===== config.mk =====
export PLATFORM = sky130hd
export DESIGN_NAME = operand_stage
export DESIGN_NICKNAME = d
export VERILOG_FILES = /design/src/rtl/cpu_pkg.sv /design/src/rtl/op_classify.sv /design/src/rtl/operand_stage.sv
export SDC_FILE = /design/constraint.sdc
export NUM_CORES = 1
export LEC_CHECK = 0
export CORE_ASPECT_RATIO = 0.75
export CORE_UTILIZATION = 43
export CTS_BUF_LIST = sky130_fd_sc_hd__clkbuf_8
export CTS_CLUSTER_SIZE = 10
export DETAILED_ROUTE_END_ITERATION = 16
export PLACE_DENSITY = 0.83
export SYNTH_ARGS = -nofsm -noshare
export SYNTH_HDL_FRONTEND = slang
export SYNTH_SLANG_ARGS = --single-unit
export TNS_END_PERCENT = 20

===== constraint.sdc =====
create_clock -name phi1 -period 2.55 [get_ports phi1]
set_input_delay 0.51 -clock phi1 [delete_from_list [all_inputs] [get_ports phi1]]
set_output_delay 0.51 -clock phi1 [all_outputs]
set_load 0.05 [all_outputs]

===== src/rtl/cpu_pkg.sv =====
// Shared widths, FSM state and opcode class encodings, and opcode field constants.
// Purely declarative: no latency and no flow control.
package cpu_pkg;

    localparam int REG_WIDTH  = 8;
    localparam int ADDR_WIDTH = 16;

    typedef enum logic [2:0] {
        ST_IDLE,
        ST_RD_REQ,
        ST_RD_WAIT,
        ST_EXEC,
        ST_WRITE,
        ST_DONE
    } state_t;

    typedef enum logic [2:0] {
        CL_READ,
        CL_STORE,
        CL_IMM,
        CL_ACC,
        CL_RMW,
        CL_NOP
    } op_class_t;

    localparam logic [1:0] CC_G0 = 2'b00;
    localparam logic [1:0] CC_G1 = 2'b01;
    localparam logic [1:0] CC_G2 = 2'b10;
    localparam logic [1:0] CC_G3 = 2'b11;

    localparam logic [2:0] AAA_STORE   = 3'b100;
    localparam logic [2:0] AAA_LOAD    = 3'b101;
    localparam logic [2:0] BBB_IMM     = 3'b000;
    localparam logic [2:0] BBB_G1_IMM  = 3'b010;
    localparam logic [2:0] BBB_ACC     = 3'b010;

endpackage


===== src/rtl/op_classify.sv =====
// Combinational opcode classifier (cc/bbb/aaa fields to operand class).
// Zero latency, no flow control; earlier rules take priority over later ones.
module op_classify
    import cpu_pkg::*;
(
    input  logic [7:0] i_opcode,
    output op_class_t  o_class
);

    logic [1:0] w_cc;
    logic [2:0] w_bbb;
    logic [2:0] w_aaa;

    assign w_cc  = i_opcode[1:0];
    assign w_bbb = i_opcode[4:2];
    assign w_aaa = i_opcode[7:5];

    always_comb begin
        o_class = CL_READ;
        if (w_aaa == AAA_STORE && w_cc != CC_G3) begin
            o_class = CL_STORE;
        end else if ((w_cc == CC_G1 && w_bbb == BBB_G1_IMM) ||
                     (w_cc != CC_G1 && w_bbb == BBB_IMM && w_aaa[2])) begin
            o_class = CL_IMM;
        end else if (w_cc == CC_G2 && w_bbb == BBB_ACC) begin
            o_class = CL_ACC;
        end else if (w_cc == CC_G2 && w_aaa != AAA_STORE && w_aaa != AAA_LOAD) begin
            o_class = CL_RMW;
        end else if (w_cc == CC_G3 ||
                     (w_cc == CC_G0 && (w_aaa == 3'b000 || w_aaa == 3'b010 || w_aaa == 3'b011))) begin
            o_class = CL_NOP;
        end
    end

endmodule


===== src/rtl/operand_stage.sv =====
// Operand fetch/writeback sequencer between instruction fetcher, memory and execute unit.
// Latency from capture to done: 1..4 cycles plus execute wait; stalls in EXEC until result_valid.
module operand_stage
    import cpu_pkg::*;
#(
    parameter int REG_WIDTH  = cpu_pkg::REG_WIDTH,
    parameter int ADDR_WIDTH = cpu_pkg::ADDR_WIDTH
) (
    input  logic                  phi1,
    input  logic                  reset,
    input  logic                  instruction_ready,
    input  logic [7:0]            instruction_in,
    input  logic [ADDR_WIDTH-1:0] addr_in,
    input  logic [REG_WIDTH-1:0]  imm_in,
    input  logic [REG_WIDTH-1:0]  reg_a,
    input  logic [REG_WIDTH-1:0]  reg_x,
    input  logic [REG_WIDTH-1:0]  reg_y,
    input  logic [REG_WIDTH-1:0]  mem_rdata,
    input  logic [REG_WIDTH-1:0]  result_in,
    input  logic                  result_valid,
    output logic [ADDR_WIDTH-1:0] mem_addr,
    output logic [REG_WIDTH-1:0]  mem_wdata,
    output logic                  mem_rd,
    output logic                  mem_we,
    output logic                  op_valid,
    output logic [REG_WIDTH-1:0]  operand,
    output logic [7:0]            opcode_out,
    output logic                  instruction_done
);

    state_t                r_state;
    op_class_t             r_class;
    logic                  r_rdy_prev;
    logic                  r_rdy_low_seen;
    logic [7:0]            r_opcode;
    logic [ADDR_WIDTH-1:0] r_mem_addr;
    logic [REG_WIDTH-1:0]  r_mem_wdata;
    logic [REG_WIDTH-1:0]  r_operand;
    logic                  r_mem_rd;
    logic                  r_mem_we;
    logic                  r_op_valid;
    logic                  r_done;

    op_class_t             w_class;
    logic                  w_capture;
    logic [REG_WIDTH-1:0]  w_store_reg;

    op_classify u_classify (
        .i_opcode (instruction_in),
        .o_class  (w_class)
    );

    // A level already high when reset releases must drop once before it can capture.
    assign w_capture = instruction_ready && !r_rdy_prev && r_rdy_low_seen;

    always_comb begin
        w_store_reg = reg_y;
        if (instruction_in[1:0] == CC_G1) begin
            w_store_reg = reg_a;
        end else if (instruction_in[1:0] == CC_G2) begin
            w_store_reg = reg_x;
        end
    end

    always_ff @(posedge phi1 or posedge reset) begin
        if (reset) begin
            r_state        <= ST_IDLE;
            r_class        <= CL_READ;
            r_rdy_prev     <= 1'b0;
            r_rdy_low_seen <= 1'b0;
            r_opcode       <= '0;
            r_mem_addr     <= '0;
            r_mem_wdata    <= '0;
            r_operand      <= '0;
            r_mem_rd       <= 1'b0;
            r_mem_we       <= 1'b0;
            r_op_valid     <= 1'b0;
            r_done         <= 1'b0;
        end else begin
            r_rdy_prev <= instruction_ready;
            if (!instruction_ready) begin
                r_rdy_low_seen <= 1'b1;
            end
            r_mem_rd <= 1'b0;
            r_mem_we <= 1'b0;
            r_done   <= 1'b0;
            case (r_state)
                ST_IDLE: begin
                    if (w_capture) begin
                        r_opcode   <= instruction_in;
                        r_mem_addr <= addr_in;
                        r_class    <= w_class;
                        case (w_class)
                            CL_STORE: begin
                                r_state     <= ST_WRITE;
                                r_mem_we    <= 1'b1;
                                r_mem_wdata <= w_store_reg;
                            end
                            CL_READ, CL_RMW: begin
                                r_state  <= ST_RD_REQ;
                                r_mem_rd <= 1'b1;
                            end
                            CL_IMM: begin
                                r_state    <= ST_EXEC;
                                r_op_valid <= 1'b1;
                                r_operand  <= imm_in;
                            end
                            CL_ACC: begin
                                r_state    <= ST_EXEC;
                                r_op_valid <= 1'b1;
                                r_operand  <= reg_a;
                            end
                            default: begin
                                r_state <= ST_DONE;
                                r_done  <= 1'b1;
                            end
                        endcase
                    end
                end
                ST_RD_REQ: begin
                    r_state <= ST_RD_WAIT;
                end
                ST_RD_WAIT: begin
                    r_state    <= ST_EXEC;
                    r_operand  <= mem_rdata;
                    r_op_valid <= 1'b1;
                end
                ST_EXEC: begin
                    if (result_valid) begin
                        r_op_valid <= 1'b0;
                        if (r_class == CL_RMW) begin
                            r_state     <= ST_WRITE;
                            r_mem_we    <= 1'b1;
                            r_mem_wdata <= result_in;
                        end else begin
                            r_state <= ST_DONE;
                            r_done  <= 1'b1;
                        end
                    end
                end
                ST_WRITE: begin
                    r_state <= ST_DONE;
                    r_done  <= 1'b1;
                end
                ST_DONE: begin
                    r_state <= ST_IDLE;
                end
                default: begin
                    r_state    <= ST_IDLE;
                    r_op_valid <= 1'b0;
                end
            endcase
        end
    end

    assign mem_addr         = r_mem_addr;
    assign mem_wdata        = r_mem_wdata;
    assign mem_rd           = r_mem_rd;
    assign mem_we           = r_mem_we;
    assign op_valid         = r_op_valid;
    assign operand          = r_operand;
    assign opcode_out       = r_opcode;
    assign instruction_done = r_done;

endmodule


Word-level counts from Yosys, hierarchy flattened. Cells that the tools add are included. W data, S select, Z words.

Bits in registers: 52. Bits in latches: 0. Bits in read-only memories: 0. Bits of input ports: 76. Memories kept: 0. Output and inout port bits: 44. RAM bits: 0.

Multiplexer cells: 37. Reductions and logical operators: 31. Equality and inequality tests: 27. Add/sub/neg operators: 0. Div/mod/pow operators: 0. Order comparisons: 0. $mul: 0. Bitwise logic cells: 1. Shifts and indexed selects: 0.

Operators with widths (count): $mux W8 (7); $pmux W8 S2 (3); $eq A3 B2 Y1 const B (7); $mux W3 (7); $eq A3 B3 Y1 const B (5); $mux W1 (15); $pmux W3 S5 (1); $logic_not A3 Y1 (4); $logic_and A1 B1 Y1 (10); $ne A2 B2 Y1 const B (5); $pmux W3 S3 (1); $eq A3 B1 Y1 const B (2); $ne A3 B3 Y1 const B (2); $reduce_and A5 Y1 (1); $reduce_or A5 Y1 (1); $eq A2 B2 Y1 const B (2); $logic_or A1 B1 Y1 (4); $ne A2 B1 Y1 const B (2); $pmux W1 S4 (1); $reduce_and A2 Y1 (2); $reduce_and A4 Y1 (1); $reduce_bool A2 Y1 (2); $reduce_or A2 Y1 (2); $ne A3 B1 Y1 const B (1); other kinds (8) (8).

Depth between registers and ports, before layout. Gate-level depths: netlist of run 1.

Depth after elaboration: 15. Mapped depth: 7. Mapped depth without buffers: 5.

Hierarchy. Synthesis of run 1 repeated with hierarchy kept, for this count alone.

Cell total of the unflattened synthesis: 222. Area total of the unflattened synthesis: 2750.1 µm².

By module, submodules not included: operand_stage (area each 2600.0 µm², instances 1, sequential area each 1301.2 µm², cells an instance 200); op_classify (area each 150.1 µm², instances 1, sequential area each 0.0 µm², cells an instance 22).

Worst setup path after synthesis of run 1. OpenSTA, ideal clock, no wires.

Kind: in2reg. Start point: in instruction_in[2]. End point: reg r_operand[0], in the netlist operand[0]. Path buffers: 0. Path slack: 0.492 ns. Library setup time: 0.128 ns. Required time: 2.422 ns. Stages: 5. Data arrival time: 1.931 ns. Path through: or3b_4 -> a211oi_4 -> mux2i_1 -> a21oi_1 -> mux2_1.

Cells in the longest elaborated chain, start to end: 10. Elaborated cells on any way between the ends: 17. Classes of those cells: eq/ne (4); mux (6); reduce/logical (7).

RTL lines: from (decl) (RTL line operand_stage.sv:12) `input logic [7:0] instruction_in,`; $logic_not A3 Y1 (RTL line op_classify.sv:23) `(w_cc != CC_G1 && w_bbb == BBB_IMM && w_aaa[2])) begin`; $logic_and A1 B1 Y1 (2 in a row) (RTL line op_classify.sv:23); $logic_or A1 B1 Y1 (RTL line op_classify.sv:22) `end else if ((w_cc == CC_G1 && w_bbb == BBB_G1_IMM) ||`; $mux W3 (*) (RTL line op_classify.sv:22); $mux W3 (*) (RTL line op_classify.sv:20) `if (w_aaa == AAA_STORE && w_cc != CC_G3) begin`; $eq A3 B2 Y1 (RTL line operand_stage.sv:93) `case (w_class)`; $pmux W8 S2 (RTL line operand_stage.sv:93); $mux W8 (RTL line operand_stage.sv:89) `if (w_capture) begin`; $pmux W8 S2 (RTL line operand_stage.sv:87) `case (r_state)`; to (signal assigned) (RTL line operand_stage.sv:106) `r_operand <= imm_in;`; to (signal assigned) (RTL line operand_stage.sv:111) `r_operand <= reg_a;`; to (signal assigned) (RTL line operand_stage.sv:125) `r_operand <= mem_rdata;`; to (decl) (RTL line operand_stage.sv:38) `logic [REG_WIDTH-1:0] r_operand;`.

Every way passes the cells marked *; elsewhere a longest branch is shown, timed or not. The select of a mux whose other input is x is not followed. A chain may end at the register's enable or synchronous reset.

Final worst setup path of run 1.
Start point: in instruction_ready. End point: reg r_operand[2], in the netlist operand[2].

Cells in the longest elaborated chain, start to end: 4.

RTL lines: from (decl) (RTL line operand_stage.sv:11) `input logic instruction_ready,`; $logic_and A1 B1 Y1 (2 in a row) (RTL line operand_stage.sv:54) `assign w_capture = instruction_ready && !r_rdy_prev && r_rdy_low_seen;`; $ne A2 B2 Y1 (no line); $reduce_and A3 Y1 (no line).

No other way between the ends.

==> reports/results.tsv, run 1 <==
stage	metric	value	unit
status	status	complete, no violations	
hold_path	hold_class	flop to flop	
global_route	overflow	0	
final_layout	area_growth	56.5	%
route	wl_per_cell	14.9	um
setup_path	crit_required	2.73	ns
global_route	gr-usage-met2	36.5	%
pwr	power.density	1190	nW/um^2
cts	clockBufferDepth	2	
synth	synth.area.top_cells	dfrtp_1 49%, nand2_1 8.7%, mux2i_1 6.1%	
global_route	grt_pass1_vias	2439	
cts	post_cts_buffers	0	
pwr	swShare	48.1	%
setup_path	endpoint_kind	flop	
global_route	grt_pass1_wl	11800	um
global_route	grt_max_degree	32	
pwr	internal-power	2.55	mW
synth	avgSynthCellArea	9.52	sq um
synth	synthTopCellsByCount	61 x nand2_1, 52 x dfrtp_1, 28 x a21oi_1	
sta	worst_pin_slew	0.631	ns
global_route	grtUsageMet3	5.37	%
die	die_w	92.4	um
global_route	gr-max-usage-layer	met2	
cts	cts_resized	0	
pwr	pwr-share-clk	11.1	%
sta	clock_skew	0.00763	ns
cts	clock_sinks	52	
synth	post-synth-top-count-cell	nand2_1	
route	vias	2444	
sta	hold_viol	0	
sta	max_freq	441	MHz
route	ant_nets	0	
sta	holdWs	0.469	ns
global_route	grtUsageTotal	23.5	%
synth	ys.flop_type	dfrtp_1	
final_layout	fin_area	4130	sq um
final_layout	num-fill-cells	470	
pwr	seq_power_share	29.4	%
final_layout	insertedDiodeCount	0	
final_layout	drive_above_1_share	9.65	%
sta	min_period	2.27	ns
setup_path	worst_ep_arrival_time	2.45	ns
cts	hold_buffers	0	
die	coreArea	5860	sq um
sta	min_period_over_period	88.9	%
setup_path	start_kind	input pin	
route	detail_route.first_pass.iterations	4	
synth	async_flop_share	100	%
pwr	pwr-share-comb	59.5	%
route	via_per_inst	5.07	
place	dpl_cell_area	4020	sq um
cts	htree_levels	2	
route	first_iter_violations	133	
global_route	use_met1	33.9	%
route	routed_wl	7170	um
place	gp_congestion	0.821	
synth	syn_area	2640	sq um
synth	yosys_warnings	0	
synth	synth.distinct_cells	37	
place	place.detailed.hpwl	5500	um
place	dp_cells	474	
sta	setup_violations	0	
global_route	antenna_found_initial	0	
cts	cts_inserted_buffers	5	
die	die-area	6450	sq um
pwr	total_power	4.92	mW
synth	synth_top_area_share	49.3	%
setup_path	critPathKind	input pin to flop	
sta	maxSlewHeadroom	57.9	%
cts	path_clk_slew	0.09	ns
pwr	power_switching	2.37	mW
die	io_pins	120	
synth	syn-num-nets	353	
synth	synth-edff-count	0	
pwr	ir_drop	680	uV
pwr	leakage	1.76	nW
flow_run	maxCapViolations	0	
sta	tns	0	ns
cts	clk_latency	0.30	ns
die	start_util	45.0	%
cts	cts_tree	built	
final_layout	finalNetCount	479	
synth	synth_cells	277	
place	portBuffers	119	
synth	synth-seq-cells	52	
route	drc_errors	0	
sta	slew_viol_final	0	
die	rows	24	
synth	synth_top_area_cell	dfrtp_1	
sta	grt_setup_unrepaired	no	
final_layout	fin_cells	482	
setup_path	cp_max_fo	9	
die	die_h	69.8	um
cts	cts_root_buf	clkbuf_8	
synth	ys_seq_area_share	49.3	%
[critical path, cell delays in order]
cell and delay (ns):
clkdlybuf4s50_1 0.49, and3b_1 0.22, a21boi_1 0.23, a31oi_1 0.14
or3_1 0.37, buf_12 0.17, mux2_1 0.31
[placed cells by master, fill, tap and decap left out, types with 2 or more instances in the layout]
cell type        synthesis  layout
buf_12                   0       3
nand2_1                 61      61
mux2_1                   9       9
nor2_1                  19      19
buf_4                    0      13
nand2b_1                 5       5
mux2_2                   9       9
dfrtp_1                 52      52
clkdlybuf4s50_1          0     119
nor2b_1                 10      10
inv_2                    2       3
o21ai_0                  2       2
clkbuf_8                 0       5
nor3b_1                  2       2
mux2i_1                 16      16
a211oi_1                17      17
nand4_1                  2       2
a21oi_1                 28      28
inv_1                    2       2
nand3_1                  5       5
nor3_1                   2       2
[per-layer routing]
metal / wire [um] / vias to the layer above
met4: 47 / 0
li1: - / 1220
met2: 3370 / 70
met3: 362 / 6
met1: 3390 / 1148
met5: 0 / -
[final timing paths]
check                                       start              to  slack (ns)  cells past startpoint
worst max-delay path            instruction_ready      operand[2]        0.28                      7
worst min-delay path               r_rdy_low_seen  r_rdy_low_seen        0.47                      1
worst max register to register         r_rdy_prev      operand[2]        0.58                      6
worst min register to register     r_rdy_low_seen  r_rdy_low_seen        0.47                      1
max in group asynchronous                   reset          mem_we        1.49                      3
min in group asynchronous                   reset     mem_addr[2]        0.54                      2
[power by group through the flow]
stage / clock, mW / combinational [mW] / sequential [mW]
after global placement: 0 / 2.89 / 1.44
after detailed placement: 0 / 2.93 / 1.45
after global routing: 0.587 / 3.11 / 1.50
after CTS: 0.553 / 2.95 / 1.44
after floorplan: 0 / 0.757 / 2.57
final: 0.545 / 2.93 / 1.45
[state kept, by name, summed over array words and instances, names as in the netlist]
signal / flops
instruction_done: 1
mem_addr: 16
mem_rd: 1
mem_wdata: 8
mem_we: 1
op_valid: 1
opcode_out: 8
operand: 8
r_class: 3
r_rdy_low_seen: 1
r_rdy_prev: 1
r_state: 3
[through the flow]
| step | utilization, % | worst slack, ns |
|---|---|---|
| floorplan | - | 0.492 |
| global placement | 68.7 | 0.0412 |
| detailed placement | 68.7 | -0.0179 |
| CTS | 70.5 | 0.301 |
| global route | 70.5 | 0.224 |
| finish | 70.5 | 0.283 |
[layout make-up]
cell class,instances,area (sq um),share of cell area (%)
Inverter,4,15.0,0.364
Timing Repair Buffer,135,1350,32.7
Tap cell,78,97.6,2.36
Multi-Input combinational cell,205,1260,30.5
Sequential cell,52,1300,31.5
Clock inverter,3,38.8,0.940
Clock buffer,5,68.8,1.67
[cell families after synthesis]
kind of cell,after synthesis,share of synthesized area [%]
AOI/OAI and AO/OA,59,14.8
xor gates and xnor gates,1,0.332
and+or+nand+nor,111,18.8
buffers and inverters,20,2.99
muxes,34,13.8
DFF,52,49.3
(Power assumes the default switching activity.)
==> inputs of run 2 (changes only) <==
Settings changed: HOLD_SLACK_MARGIN set to 0.15.
==> results of run 2 <==
Final layout, timing and power as in run 1 (identical DEF).
